$ cat config.mk
export PLATFORM = sky130hd
export DESIGN_NAME = imem_loader_flat
export DESIGN_NICKNAME = d
export VERILOG_FILES = /design/src/rtl/imem_loader_if.sv /design/src/rtl/imem_loader.sv /design/src/flat_wrapper.sv
export SDC_FILE = /design/constraint.sdc
export NUM_CORES = 1
export LEC_CHECK = 0
export BUFFER_PORTS_ARGS = -buffer_cell sky130_fd_sc_hd__clkbuf_2
export CAP_MARGIN = 20
export CORE_ASPECT_RATIO = 1.4
export CORE_MARGIN = 3
export CORE_UTILIZATION = 58
export CTS_CLUSTER_SIZE = 14
export DETAILED_ROUTE_END_ITERATION = 8
export PLACE_DENSITY = 0.8
export RECOVER_POWER = 100
export SLEW_MARGIN = 25
export SYNTH_ARGS = -nofsm -noshare
export SYNTH_HDL_FRONTEND = slang
export SYNTH_SLANG_ARGS = --single-unit
$ cat constraint.sdc
create_clock -name clk -period 3.67 [get_ports clk]
set_clock_uncertainty 0.2 [all_clocks]
set_input_delay 0.734 -clock clk [delete_from_list [all_inputs] [get_ports clk]]
set_output_delay 0.734 -clock clk [all_outputs]
set_load 0.03 [all_outputs]
$ cat src/rtl/imem_loader_if.sv
// rtl/imem_loader_if.sv - host byte stream and instruction-memory write port bundle
interface imem_loader_if;
    logic        byte_valid;
    logic [7:0]  byte_data;
    logic        byte_ready;
    logic        mem_we;
    logic [31:0] mem_addr;
    logic [31:0] mem_wdata;

    modport master (
        output byte_valid, byte_data,
        input  byte_ready, mem_we, mem_addr, mem_wdata
    );

    modport slave (
        input  byte_valid, byte_data,
        output byte_ready, mem_we, mem_addr, mem_wdata
    );
endinterface

$ cat src/rtl/imem_loader.sv
// rtl/imem_loader.sv - assembles LE bytes into words and writes them to instruction memory
module imem_loader #(
    parameter int ADDR_W = 8
) (
    input  logic              clk,
    input  logic              rst,
    input  logic              start,
    input  logic [ADDR_W:0]   len,
    imem_loader_if.slave      bus,
    output logic              core_rst_n,
    output logic              busy,
    output logic              done,
    output logic              err
);
    typedef enum logic [1:0] {IDLE, RECV, WRITE, DONE} state_t;

    localparam logic [ADDR_W:0] DEPTH = {1'b1, {ADDR_W{1'b0}}};

    state_t          state;
    logic [ADDR_W:0] len_q;
    logic [ADDR_W:0] word_idx;
    logic [ADDR_W:0] word_next;
    logic [1:0]      byte_cnt;
    logic [23:0]     word_buf;

    assign word_next = word_idx + (ADDR_W+1)'(1);

    always_ff @(posedge clk or negedge rst) begin
        if (!rst) begin
            state          <= IDLE;
            len_q          <= '0;
            word_idx       <= '0;
            byte_cnt       <= '0;
            word_buf       <= '0;
            bus.byte_ready <= 1'b0;
            bus.mem_we     <= 1'b0;
            bus.mem_addr   <= '0;
            bus.mem_wdata  <= '0;
            core_rst_n     <= 1'b0;
            busy           <= 1'b0;
            done           <= 1'b0;
            err            <= 1'b0;
        end else begin
            bus.mem_we <= 1'b0;
            case (state)
                IDLE, DONE: begin
                    core_rst_n <= 1'b1;
                    if (start) begin
                        if (len == '0) begin
                            state <= DONE;
                            done  <= 1'b1;
                            err   <= 1'b0;
                        end else if (len > DEPTH) begin
                            state <= IDLE;
                            done  <= 1'b0;
                            err   <= 1'b1;
                        end else begin
                            len_q          <= len;
                            word_idx       <= '0;
                            byte_cnt       <= '0;
                            err            <= 1'b0;
                            done           <= 1'b0;
                            busy           <= 1'b1;
                            core_rst_n     <= 1'b0;
                            bus.byte_ready <= 1'b1;
                            state          <= RECV;
                        end
                    end
                end
                RECV: begin
                    if (bus.byte_valid && bus.byte_ready) begin
                        byte_cnt <= byte_cnt + 2'd1;
                        case (byte_cnt)
                            2'd0: word_buf[7:0]   <= bus.byte_data;
                            2'd1: word_buf[15:8]  <= bus.byte_data;
                            2'd2: word_buf[23:16] <= bus.byte_data;
                            default: begin
                                // Fourth byte goes straight into the write data, not the buffer.
                                bus.mem_wdata  <= {bus.byte_data, word_buf};
                                bus.mem_addr   <= {{(30-ADDR_W){1'b0}}, word_idx[ADDR_W-1:0], 2'b00};
                                bus.mem_we     <= 1'b1;
                                bus.byte_ready <= 1'b0;
                                state          <= WRITE;
                            end
                        endcase
                    end
                end
                WRITE: begin
                    word_idx <= word_next;
                    if (word_next == len_q) begin
                        state      <= DONE;
                        done       <= 1'b1;
                        busy       <= 1'b0;
                        core_rst_n <= 1'b1;
                    end else begin
                        bus.byte_ready <= 1'b1;
                        state          <= RECV;
                    end
                end
                default: state <= IDLE;
            endcase
        end
    end
endmodule

$ cat src/flat_wrapper.sv
// flat-port wrapper written by rule: the top's interface ports become plain ports
module imem_loader_flat 
#(
    parameter int ADDR_W = 8
)
  (clk, rst, start, len, core_rst_n, busy, done, err, bus_byte_valid, bus_byte_data, bus_byte_ready, bus_mem_we, bus_mem_addr, bus_mem_wdata);
  imem_loader_if bus_i ();
  input  logic clk;
  input  logic rst;
  input  logic start;
  input  logic [ADDR_W:0] len;
  output logic core_rst_n;
  output logic busy;
  output logic done;
  output logic err;
  input wire logic [$bits(bus_i.byte_valid)-1:0] bus_byte_valid;
  input wire logic [$bits(bus_i.byte_data)-1:0] bus_byte_data;
  output wire logic [$bits(bus_i.byte_ready)-1:0] bus_byte_ready;
  output wire logic [$bits(bus_i.mem_we)-1:0] bus_mem_we;
  output wire logic [$bits(bus_i.mem_addr)-1:0] bus_mem_addr;
  output wire logic [$bits(bus_i.mem_wdata)-1:0] bus_mem_wdata;
  assign bus_i.byte_valid = bus_byte_valid;
  assign bus_i.byte_data = bus_byte_data;
  assign bus_byte_ready = bus_i.byte_ready;
  assign bus_mem_we = bus_i.mem_we;
  assign bus_mem_addr = bus_i.mem_addr;
  assign bus_mem_wdata = bus_i.mem_wdata;
  imem_loader #(.ADDR_W(ADDR_W)) u_core (.clk(clk), .rst(rst), .start(start), .len(len), .bus(bus_i), .core_rst_n(core_rst_n), .busy(busy), .done(done), .err(err));
endmodule
==> results.sh <==
export IMPL_first_global_vias=2676
export IMPL_status="complete, but fails checks"
export IMPL_avgViaCountPerCell=5.296
export IMPL_postSynthRegisterBits=92
export IMPL_antenna_left=0
export IMPL_grt_start_max_net_pins=68
export IMPL_synthToLayoutAreaGrowth_pct=9.934
export IMPL_design_area_sq_um=4611
export IMPL_synth_top_cells_by_count="sky130_fd_sc_hd__dfrtp_1, sky130_fd_sc_hd__mux2_2, sky130_fd_sc_hd__nand2_1"
export IMPL_final_min_clock_period_ns=3.049
export IMPL_rsz0062_at_grt="no"
export IMPL_cts_sink_cnt=92
export IMPL_count_leader_synth="sky130_fd_sc_hd__dfrtp_1"
export IMPL_fmax_mhz=327.9
export IMPL_dp_slack_ns=0.7491
export IMPL_placement_rows=36
export IMPL_gr_total_overflow=0
export IMPL_globalplace_congestion=0.8468
export IMPL_number_of_synthesized_flops_with_an_enable_pin=0
export IMPL_critical_path_startpoint_type="flop"
export IMPL_async_set_or_reset_flop_fraction_in_the_synthesized_netlist_pct=100.0
export IMPL_syn_avg_cell_area_sq_um=12.26
export IMPL_first_pass_iters=4
export IMPL_clock_latency_ns=0.36
export IMPL_worst_setup_path_end_kind="flop"
export IMPL_timing_hold_violations_final=0
export IMPL_clkTransAtPathRegs_ns=0.09
export IMPL_timing_worst_slew_pin_value_ns=1.747
export IMPL_fin_nets=439
export IMPL_cp_data_arrival_time_ns=3.08
export IMPL_synth_top_area_share_pct=54.89
export IMPL_yosysWarnings=0
export IMPL_highest_layer="met4"
export IMPL_finalMaxSlewViolations=111
export IMPL_pwr_cell_area_nw_per_um2=649.3
export IMPL_ir_drop_mv=0.3242
export IMPL_max_cap_viol_count=2
export IMPL_routed_via_count=2685
export IMPL_grt_use_total_pct=19.30
export IMPL_finalSetupViolations=0
export IMPL_totalWireLength_mm=7.575
export IMPL_io_buffer_count=66
export IMPL_worst_path_max_fanout=42
export IMPL_starting_density_of_the_core_pct=60.07
export IMPL_synth_area_top_cells="sky130_fd_sc_hd__dfrtp_1, sky130_fd_sc_hd__mux2_2, sky130_fd_sc_hd__buf_4"
export IMPL_slew_headroom_pct=-16.76
export IMPL_post_synth_inst_count=342
export IMPL_cts_hold_buffers_added=0
export IMPL_height_of_the_chip_um=106.6
export IMPL_grt_antenna_before_repair=0
export IMPL_tns_ns=0
export IMPL_detail_route_drc_violations=0
export IMPL_post_drt_wl_per_cell_um=14.94
export IMPL_first_pass_grt_wire_length_mm=12.59
export IMPL_place_area_sq_um=4513
export IMPL_syn_area_sq_um=4194
export IMPL_worst_setup_path_class="reg -> reg"
export IMPL_met2_length_mm=4.045
export IMPL_post_cts_buffers=0
export IMPL_die_w_um=77.87
export IMPL_cts_root_buffer_cell="sky130_fd_sc_hd__clkbuf_8"
export IMPL_dr_iter_0_viols=117
export IMPL_dp_hpwl_mm=5.562
export IMPL_synth_sequential_area_ratio_pct=54.89
export IMPL_final_period_utilization_pct=83.09
export IMPL_postCtsResizedCells=0
export IMPL_clockBufferDepth=2
export IMPL_final_layout_size_suffix_gt1_share_pct=26.21
export IMPL_power_leakage_nw=2.270
export IMPL_min_delay_path_class="reg -> reg"
export IMPL_ios=91
export IMPL_n_antenna_cell=0
export IMPL_synth_top_cell_by_area="sky130_fd_sc_hd__dfrtp_1"
export IMPL_die_area_sq_um=8302
export IMPL_cts_buffers_inserted=9
export IMPL_failed_checks="capacitance limit, slew limit"
export IMPL_core_region_area_sq_um=6982
export IMPL_route_layer_met1_wl_mm=3.080
export IMPL_post_synth_num_cell_types=41
export IMPL_clock_tree_htree_level_count=3
export IMPL_met3_wirelength_um=351
export IMPL_worst_endpoint_required_ns=3.70
export IMPL_tritoncts="built"
export IMPL_synth_flop_cell="sky130_fd_sc_hd__dfrtp_1"
export IMPL_timing_final_ws_setup_ns=0.6207
export IMPL_num_fill_cells=571
export IMPL_worst_hold_depth=2
export IMPL_timing_reg2reg_worst_path_depth=5
kinds of logic (layout without fill, tap and decap cells):
| logic type | count (synthesis) | count (layout) | share of synthesized area, % |
|---|---|---|---|
| buffers and inverters | 50 | 97 | 6.981 |
| and+or+nand+nor | 63 | 63 | 7.190 |
| adders and majority gates | 10 | 10 | 2.983 |
| DFF | 92 | 92 | 54.89 |
| other | 1 | 24 | 0.08941 |
| AOI/OAI and AO/OA | 44 | 44 | 6.414 |
| xor gates and xnor gates | 9 | 9 | 1.880 |
| muxes | 73 | 73 | 19.57 |
layout make-up:
| class | instances | area, sq um | area share, % |
|---|---|---|---|
| clock buffers | 9 | 123.9 | 2.687 |
| clock inverters | 6 | 48.80 | 1.058 |
| inverters | 13 | 48.80 | 1.058 |
| multi-input cells | 223 | 1685 | 36.55 |
| flip-flops and latches | 92 | 2302 | 49.93 |
| well taps | 95 | 118.9 | 2.578 |
| repair buffers | 69 | 282.8 | 6.133 |
per-layer routing:
layer  track usage [%]  up-vias
li1                  -     1276
met1             22.39     1327
met4             6.743        0
met5                 0        -
met3             3.866       12
met2             35.05       70
flip-flops by register name, summed over array words and instances, names as in the netlist:
| name | flops |
|---|---|
| u_core.bus.mem_wdata | 32 |
| u_core.word_buf | 24 |
| u_core.len_q | 9 |
| u_core.word_idx | 9 |
| u_core.bus.mem_addr | 8 |
| u_core.byte_cnt | 2 |
| u_core.state | 2 |
| u_core.bus.byte_ready | 1 |
| u_core.bus.mem_we | 1 |
| u_core.busy | 1 |
| u_core.core_rst_n | 1 |
| u_core.done | 1 |
| u_core.err | 1 |
final timing paths:
path / end / slack [ns] / start
setup / recovery: u_core.bus.mem_wdata[22] / 0.62 / u_core.state[1]
hold / removal: u_core.bus.mem_addr[5] / 0.30 / u_core.bus.mem_addr[5]
setup reg to reg: u_core.bus.mem_wdata[22] / 0.62 / u_core.state[1]
hold reg to reg: u_core.bus.mem_addr[5] / 0.30 / u_core.bus.mem_addr[5]
max in group asynchronous: u_core.word_buf[20] / 1.33 / rst
min in group asynchronous: u_core.bus.mem_wdata[16] / 0.57 / rst
metrics by stage:
step | total power, W | instances | util, % | hold WS [ns]
floorplan | 0.002191 | 365 | - | 0.2384
global placement | 0.002378 | 492 | 64.64 | 0.2800
detailed placement | 0.002439 | 492 | 64.64 | 0.2899
CTS | 0.003047 | 507 | 67.11 | 0.2826
global route | 0.003199 | 507 | 66.04 | 0.3210
finish | 0.002994 | 507 | 66.04 | 0.2991
critical path, cell delays in order (launching register included):
cell and delay, ns:
sky130_fd_sc_hd__dfrtp_1 0.40, sky130_fd_sc_hd__inv_1 0.06, sky130_fd_sc_hd__ha_1 0.28, sky130_fd_sc_hd__and3_1 0.29
sky130_fd_sc_hd__nand2_1 1.00, sky130_fd_sc_hd__mux2_2 0.68
power breakdown:
part / total, W / internal, W / switching (W) / leakage, nW
Combinational: 0.000962 / 0.000394 / 0.000568 / 0.977
Sequential: 0.00142 / 0.00127 / 0.000152 / 1.21
Clock: 0.000608 / 0.000248 / 0.000360 / 0.0783
layout by cell type, fill, tap and decap left out, types with 2 or more instances in the layout:
cell type	count
sky130_fd_sc_hd__xor2_1	6
sky130_fd_sc_hd__xnor2_1	3
sky130_fd_sc_hd__nand3_1	5
sky130_fd_sc_hd__ha_1	10
sky130_fd_sc_hd__o21ai_0	15
sky130_fd_sc_hd__clkinvlp_4	3
sky130_fd_sc_hd__nor2_1	8
sky130_fd_sc_hd__o211ai_1	2
sky130_fd_sc_hd__nor3_1	4
sky130_fd_sc_hd__clkbuf_2	19
sky130_fd_sc_hd__conb_1	24
sky130_fd_sc_hd__nor4_1	2
sky130_fd_sc_hd__nand2b_1	2
sky130_fd_sc_hd__clkbuf_1	50
sky130_fd_sc_hd__o22ai_1	3
sky130_fd_sc_hd__nor3b_1	2
sky130_fd_sc_hd__inv_6	2
sky130_fd_sc_hd__and3_1	4
sky130_fd_sc_hd__clkbuf_8	9
sky130_fd_sc_hd__inv_1	13
sky130_fd_sc_hd__nor2b_1	2
sky130_fd_sc_hd__nand2_1	28
sky130_fd_sc_hd__mux2_2	72
sky130_fd_sc_hd__a21o_1	3
sky130_fd_sc_hd__o31ai_1	5
sky130_fd_sc_hd__a21oi_1	10
sky130_fd_sc_hd__dfrtp_1	92
No activity file was read; power rests on OpenSTA's default activity.
